[src/rtl/blink_pkg.sv]
// Shared mode encoding, counter widths and mode sequencing for the point-LED blink blocks.
package blink_pkg;

    localparam int PCNT_W = 16;
    localparam int HCNT_W = 8;
    localparam int ACNT_W = 16;

    typedef enum logic [1:0] {
        MODE_OFF  = 2'd0,
        MODE_SLOW = 2'd1,
        MODE_FAST = 2'd2,
        MODE_ON   = 2'd3
    } mode_t;

    function automatic mode_t next_mode(input mode_t cur);
        mode_t nxt;
        case (cur)
            MODE_OFF:  nxt = MODE_SLOW;
            MODE_SLOW: nxt = MODE_FAST;
            MODE_FAST: nxt = MODE_ON;
            default:   nxt = MODE_OFF;
        endcase
        return nxt;
    endfunction

    // Every mode except OFF starts with the LED lit.
    function automatic logic mode_led(input mode_t m);
        return (m != MODE_OFF);
    endfunction

endpackage

[src/rtl/tick_gen.sv]
// Free-running prescaler: TICK pulses for one cycle every TICK_DIV clocks.
module tick_gen
    import blink_pkg::*;
#(
    parameter int TICK_DIV = 50000
) (
    input  logic CLK,
    input  logic RST_N,
    output logic TICK
);

    localparam logic [PCNT_W-1:0] PCNT_LAST = PCNT_W'(TICK_DIV - 1);
    localparam logic [PCNT_W-1:0] PCNT_ONE  = PCNT_W'(1);

    if (TICK_DIV < 2 || TICK_DIV > (2 ** PCNT_W)) begin : g_bad_tick_div
        $error("tick_gen: TICK_DIV out of range");
    end

    logic [PCNT_W-1:0] r_pcnt;
    logic              w_wrap;

    assign w_wrap = (r_pcnt == PCNT_LAST);

    // NOTE: sequential state uses <= so every register samples pre-edge values, whatever the statement order.
    always_ff @(posedge CLK) begin
        if (!RST_N) begin
            r_pcnt <= '0;
        end else if (w_wrap) begin
            r_pcnt <= '0;
        end else begin
            r_pcnt <= r_pcnt + PCNT_ONE;
        end
    end

    assign TICK = w_wrap;

endmodule

[src/rtl/blink_ctrl.sv]
// Point-LED mode controller: each debounced press steps OFF->SLOW->FAST->ON and the LED blinks per mode.
// Define BLINK_AUTO_OFF_EN to compile in the idle auto-off timer.
module blink_ctrl
    import blink_pkg::*;
#(
    parameter int TICK_DIV       = 50000,
    parameter int SLOW_TICKS     = 100,
    parameter int FAST_TICKS     = 25,
    parameter int AUTO_OFF_TICKS = 60000
) (
    input  logic       CLK,
    input  logic       RST_N,
    input  logic       BTN_P,
    output logic       LED,
    output logic [1:0] MODE
);

    localparam logic [HCNT_W-1:0] SLOW_LAST = HCNT_W'(SLOW_TICKS - 1);
    localparam logic [HCNT_W-1:0] FAST_LAST = HCNT_W'(FAST_TICKS - 1);
    localparam logic [HCNT_W-1:0] HCNT_ONE  = HCNT_W'(1);

    if (SLOW_TICKS < 1 || SLOW_TICKS > (2 ** HCNT_W) - 1) begin : g_bad_slow
        $error("blink_ctrl: SLOW_TICKS out of range");
    end
    if (FAST_TICKS < 1 || FAST_TICKS > (2 ** HCNT_W) - 1) begin : g_bad_fast
        $error("blink_ctrl: FAST_TICKS out of range");
    end
    if (AUTO_OFF_TICKS < 1 || AUTO_OFF_TICKS > (2 ** ACNT_W) - 1) begin : g_bad_auto_off
        $error("blink_ctrl: AUTO_OFF_TICKS out of range");
    end

    mode_t             r_mode;
    logic              r_led;
    logic [HCNT_W-1:0] r_hcnt;

    logic w_tick;
    logic w_blinking;
    logic w_half_done;
    logic w_expire;

    tick_gen #(
        .TICK_DIV (TICK_DIV)
    ) u_tick_gen (
        .CLK   (CLK),
        .RST_N (RST_N),
        .TICK  (w_tick)
    );

    assign w_blinking  = (r_mode == MODE_SLOW) || (r_mode == MODE_FAST);
    assign w_half_done = (r_hcnt == ((r_mode == MODE_SLOW) ? SLOW_LAST : FAST_LAST));

`ifdef BLINK_AUTO_OFF_EN
    localparam logic [ACNT_W-1:0] ACNT_LAST = ACNT_W'(AUTO_OFF_TICKS - 1);
    localparam logic [ACNT_W-1:0] ACNT_ONE  = ACNT_W'(1);

    logic [ACNT_W-1:0] r_acnt;

    assign w_expire = w_tick && (r_mode != MODE_OFF) && (r_acnt == ACNT_LAST);

    // Idle window restarts on any press and stays parked at zero while OFF.
    always_ff @(posedge CLK) begin
        if (!RST_N) begin
            r_acnt <= '0;
        end else if (BTN_P || w_expire || (r_mode == MODE_OFF)) begin
            r_acnt <= '0;
        end else if (w_tick) begin
            r_acnt <= r_acnt + ACNT_ONE;
        end
    end
`else
    assign w_expire = 1'b0;
`endif

    // Priority: press beats auto-off expiry, which beats a blink tick.
    always_ff @(posedge CLK) begin
        if (!RST_N) begin
            r_mode <= MODE_OFF;
            r_led  <= 1'b0;
            r_hcnt <= '0;
        end else if (BTN_P) begin
            r_mode <= next_mode(r_mode);
            r_led  <= mode_led(next_mode(r_mode));
            r_hcnt <= '0;
        end else if (w_expire) begin
            r_mode <= MODE_OFF;
            r_led  <= 1'b0;
            r_hcnt <= '0;
        end else if (w_tick && w_blinking) begin
            if (w_half_done) begin
                r_hcnt <= '0;
                r_led  <= ~r_led;
            end else begin
                r_hcnt <= r_hcnt + HCNT_ONE;
            end
        end
    end

    assign LED  = r_led;
    assign MODE = r_mode;

endmodule

[config.mk]
export PLATFORM = sky130hd
export DESIGN_NAME = blink_ctrl
export DESIGN_NICKNAME = d
export VERILOG_FILES = /design/src/rtl/blink_pkg.sv /design/src/rtl/tick_gen.sv /design/src/rtl/blink_ctrl.sv
export SDC_FILE = /design/constraint.sdc
export NUM_CORES = 1
export LEC_CHECK = 0
export ABC_AREA = 1
export CORE_ASPECT_RATIO = 0.8
export CORE_MARGIN = 4
export CORE_UTILIZATION = 59
export DETAILED_ROUTE_END_ITERATION = 12
export GPL_TIMING_DRIVEN = 0
export PLACE_DENSITY = 0.78
export RECOVER_POWER = 100
export SLEW_MARGIN = 30
export SYNTH_ARGS = -nofsm -noshare
export SYNTH_HDL_FRONTEND = slang
export SYNTH_SLANG_ARGS = --single-unit
[constraint.sdc]
create_clock -name CLK -period 1.8 [get_ports CLK]
set_input_delay 0.27 -clock CLK [delete_from_list [all_inputs] [get_ports CLK]]
set_output_delay 0.27 -clock CLK [all_outputs]
set_load 0.01 [all_outputs]
## Word level (Yosys, flattened, before mapping)

Cells that the tools add are included.

- Bits in registers: 27

- Equality and inequality tests: 4
- Bitwise gates (word level): 2
- Add/sub/neg operators: 2
- Muxes and demuxes: 8
- Reductions and logical operators: 9

Operators with widths:

| operator | count |
|---|---|
| adder 16 x 1 -> 16 bit (second input constant) | 1 |
| == test 16 bit (second input constant) | 1 |
| adder 8 x 1 -> 8 bit (second input constant) | 1 |
| == test 8 x 7 -> 1 bit | 1 |
| 2-to-1 mux 8 bit | 1 |
| 2-to-1 mux 7 bit | 1 |
| one-hot mux 2 bit (3 select lines) | 1 |
| nonzero test 2 bit | 3 |
| 2-to-1 mux 2 bit | 2 |
| OR reduction 2 bit | 2 |
| 2-to-1 mux 1 bit | 3 |
| == test 2 x 1 -> 1 bit (second input constant) | 1 |
| == test 2 bit (second input constant) | 1 |
| zero test 2 bit | 1 |
| inverter 1 bit | 2 |
| AND reduction 2 bit | 1 |
| logical AND 1 bit | 1 |
| logical OR 1 bit | 1 |

## Longest topological paths before layout

- Word-level depth: 6
- Depth in mapped cells: 12
- Gate-level depth less buffers: 12

## Cells and area by module

From an unflattened synthesis, not the netlist that was laid out.

- Cell total of the unflattened synthesis: 219
- Area, all modules: 1492.7 um2

By module, submodules not included:

| module | area an instance (um2) | cells each | seq. area each (um2) | instances |
|---|---|---|---|---|
| tick_gen | 855.8 | 129 | 320.3 | 1 |
| blink_ctrl | 636.9 | 90 | 220.2 | 1 |

## Worst setup path before layout

No wires, ideal clock.

- Path kind: reg-to-reg
- Start point: reg r_mode[1] (netlist: MODE[1])
- End point: reg r_hcnt[3]
- Setup slack: 383 ps
- Cell stages (with the launch flop): 13
- Path buffers: 0
- Setup time: 115 ps
- Data required time: 1685 ps
- Arrival time: 1302 ps
- Period minus slack after synthesis: 1417 ps
- Path through: dfxtp_1 -> inv_1 -> ha_1 -> inv_1 -> nand2_1 -> nand2_1 -> nand2_1 -> nor2_1 -> nand2_1 -> inv_1 -> nand2_1 -> nand3_1 -> nor2_1

- Word-level cells in the longest chain between the ends: 4
- Elaborated cells on any way between the ends: 7
- Classes of those cells: eq/ne: 3; mux: 2; reduce/logical: 2

RTL lines:

| item | RTL line | text |
|---|---|---|
| start: declaration | blink_ctrl.sv:32 | `mode_t r_mode;` |
| start signal: assignment | blink_ctrl.sv:81 | `r_mode <= next_mode(r_mode);` |
| == test 2 x 1 -> 1 bit | blink_ctrl.sv:49, blink_ctrl.sv:50 |  |
| 2-to-1 mux 7 bit | blink_ctrl.sv:50 | `assign w_half_done = (r_hcnt == ((r_mode == MODE_SLOW) ? SLOW_LAST : FAST_LAST));` |
| == test 8 x 7 -> 1 bit | blink_ctrl.sv:50 |  |
| 2-to-1 mux 8 bit | blink_ctrl.sv:89 | `if (w_half_done) begin` |
| end signal: assignment | blink_ctrl.sv:93 | `r_hcnt <= r_hcnt + HCNT_ONE;` |
| end: declaration | blink_ctrl.sv:34 | `logic [HCNT_W-1:0] r_hcnt;` |

Parallel ways exist; a longest one is shown, timed or not.
A chain may end at the register's enable or synchronous reset.

## Worst setup path in the final report

- Start point: reg u_tick_gen.r_pcnt[0]
- End point: reg r_led (netlist: LED)

- Word-level cells in the longest chain between the ends: 4

RTL lines:

| item | RTL line | text |
|---|---|---|
| start: declaration | tick_gen.sv:19 | `logic [PCNT_W-1:0] r_pcnt;` |
| start signal: assignment | tick_gen.sv:31 | `r_pcnt <= r_pcnt + PCNT_ONE;` |
| == test 16 bit | tick_gen.sv:22 | `assign w_wrap = (r_pcnt == PCNT_LAST);` |
| logical AND 1 bit | blink_ctrl.sv:88 | `end else if (w_tick && w_blinking) begin` |
| nonzero test 2 bit (no source line) | -- |  |
| AND reduction 2 bit (no source line) | -- |  |
| end signal: assignment | blink_ctrl.sv:82 | `r_led <= mode_led(next_mode(r_mode));` |
| end signal: assignment | blink_ctrl.sv:91 | `r_led <= ~r_led;` |
| end: declaration | blink_ctrl.sv:33 | `logic r_led;` |

No other way between the ends.

==> results.py <==
metrics = {
    "routing": {
        "remaining_drc_errors": 0,
        "met2_length_um": 1320,
        "ant_nets": 0,
        "drt_pass1_iterations": 4,
        "route.met3.wl_um": 165,
        "via_per_inst": 5.42,
        "drt_wl_total_um": 3110,
        "highest_layer": "met4",
        "avgRoutedWirePerCell_um": 11.4,
        "vias": 1473,
        "wl_met1_um": 1600,
        "drt_iter0_markers": 98,
    },
    "sta": {
        "setup_slack_ps": 149,
        "worst_pin_slew_ps": 284,
        "setup_tns_ps": 0,
        "whs_ps": 482,
        "period_share_pct": 91.7,
        "final-setup-viol-count": 0,
        "fmax_mhz": 606,
        "rsz0062_at_grt": "no",
        "skew_ps": 3.59,
        "maxSlewViolCount": 0,
        "fin_crit_ps": 1650,
        "finalHoldViolations": 0,
        "maxSlewHeadroom_pct": 80.9,
    },
    "clock_tree": {
        "cts_sinks": 27,
        "cts_buffer_depth": 2,
        "cts-root-buf": "clkbuf_4",
        "cts_setup_buffers": 0,
        "insertion_delay_ps": 320,
        "ctsHoldBuffers": 0,
        "path_clk_slew_ps": 140,
        "h-tree-depth": 1,
        "cts_tree": "built",
        "cts_buffers": 3,
    },
    "global_routing": {
        "antenna_found_initial": 0,
        "track_usage_pct": 19.5,
        "grt_overflow_total": 0,
        "grt_pass1_wl_um": 5320,
        "grt_pass1_vias": 1263,
        "grt_max_degree": 15,
    },
    "cells_and_area": {
        "final_layout_size_suffix_gt1_share_pct": 8.90,
        "mostFrequentLayoutCell": "nand2_1",
        "mostFrequentLayoutCells": "49 x nand2_1, 35 x nor2_1, 29 x inv_1",
        "area_delta_synth_final_pct": 7.15,
        "antenna_cells": 0,
        "final_nets": 246,
    },
    "placement": {
        "dp_hpwl_um": 2420,
        "io_buffers": 5,
        "pre_cts_ws_ps": 215,
        "gp_congestion": 0.869,
    },
    "power": {
        "p_per_area_mw_per_mm2": 583,
        "p_leak_nw": 0.661,
        "peakVddDrop_v": 0.000565,
    },
    "worst_setup_path": {
        "endpoint_kind": "flop",
        "cp_top_family": "simple AND/OR/NAND/NOR gates",
        "crit_type": "reg -> reg",
        "slowest_stage": "dfxtp_1",
        "worstPathRequired_ps": 2060,
        "path_buf_inv": 0,
        "cp_common_cell": "nand3_1",
        "critPathLaunchType": "flop",
        "crit_chain": "ha_1 -> nand3_1 -> nor2_1 -> nand3_2 -> nand2_1 -> nand3_1 -> a21oi_1",
        "cpPeakStageDelay_ps": 400,
        "critPathMaxFanout": 7,
        "critPathArrivalTime_ps": 1910,
    },
    "yosys": {
        "synth_top_area_share_pct": 35.1,
        "netlist_area_sq_mm": 0.00154,
        "ys_seq_area_share_pct": 35.1,
        "synth.net_count": 236,
        "ys_ff_latch": 27,
        "avgSynthCellArea_sq_um": 6.79,
        "ys_warn_count": 0,
        "ys_types": 27,
        "syn-instance-count": 227,
        "synth_area_leaders": "dfxtp_1 35%, nand2_1 12%, nor2_1 8.3%, inv_1 7.1%, a21oi_1 5.5%",
        "yosys.area.top_type": "dfxtp_1",
    },
    "floorplanning": {
        "rows": 16,
        "die_h_um": 53.7,
        "coreArea_sq_mm": 0.00246,
        "ios": 6,
        "dieArea_sq_mm": 0.00350,
        "die_w_um": 65.1,
        "start_util_pct": 62.6,
    },
    "min_path": {
        "hold_path_class": "reg -> reg",
    },
    "run": {
        "max_cap_violations": 0,
    },
    "status": {
        "status": "finished, final reports clean",
    },
}
==> state kept, by name, indices dropped and copies added (netlist names) <==
signal             count
LED                    1
MODE                   2
r_hcnt                 8
u_tick_gen.r_pcnt     16
==> final timing paths <==
| path | cells after the start | to | slack [ps] | start |
|---|---|---|---|---|
| max | 7 | LED | 150 | u_tick_gen.r_pcnt[0] |
| min | 1 | u_tick_gen.r_pcnt[0] | 480 | u_tick_gen.r_pcnt[0] |
| max reg2reg | 7 | LED | 150 | u_tick_gen.r_pcnt[0] |
| min reg2reg | 1 | u_tick_gen.r_pcnt[0] | 480 | u_tick_gen.r_pcnt[0] |
==> cells by family after synthesis <==
kind of cell	share of synthesized area [%]
fa+ha+maj	4.87
mux	0.650
buf+inv	8.29
xor+xnor	1.14
simple gates	39.6
compound gates	10.4
flops	35.1
==> layer usage <==
metal | up-vias | GRT usage, %
met3 | 2 | 4.38
met2 | 35 | 32.6
met1 | 676 | 26.1
met5 | - | 0
met4 | 0 | 4.48
li1 | 760 | -
==> cell usage after synthesis <==
master,n
a211oi_1,1
a21oi_1,17
a31o_2,1
a31oi_1,1
dfxtp_1,27
ha_1,6
inv_1,29
inv_2,5
mux2i_1,1
nand2_1,49
nand2_2,2
nand2_4,1
nand3_1,14
nand3_2,3
nand3b_1,1
nand3b_2,1
nand4_1,10
nor2_1,34
nor2_2,2
nor2_4,3
nor3_1,6
nor3_4,1
o21a_1,1
o21ai_0,6
o21ai_1,3
xnor2_1,1
xor2_1,1
==> timing repair <==
item / CTS / global route
endpoints found under the setup margin: 0 / 4
resized for setup: 0 / 1
hold endpoints to repair: 0 / 0
==> where the power goes <==
| part | leakage (nW) | internal [mW] | switching [mW] | total (mW) |
|---|---|---|---|---|
| combinational | 0.427 | 0.0333 | 0.0513 | 0.0845 |
| sequential | 0.219 | 0.609 | 0.0118 | 0.621 |
| clock | 0.0150 | 0.0867 | 0.169 | 0.256 |
==> cell type report <==
class / instances / area, sq um
Inverter: 34 / 128
Sequential cell: 27 / 542
Multi-Input combinational cell: 166 / 860
Timing Repair Buffer: 5 / 50.0
Clock buffer: 4 / 26.3
Tap cell: 36 / 45.0
Fill cell: 235 / 812
==> through the flow <==
stage | std cells | utilization [%] | cell area (sq um) | total power, mW
final | 272 | 67.0 | 1650 | 0.962
after global routing | 272 | 67.0 | 1650 | 1.01
after CTS | 272 | 67.5 | 1660 | 0.973
after detailed placement | 268 | 66.4 | 1640 | 0.720
after global placement | 268 | 66.4 | 1640 | 0.715
after floorplan | 227 | - | 1540 | 0.687
No activity file was read; power rests on OpenSTA's default activity.
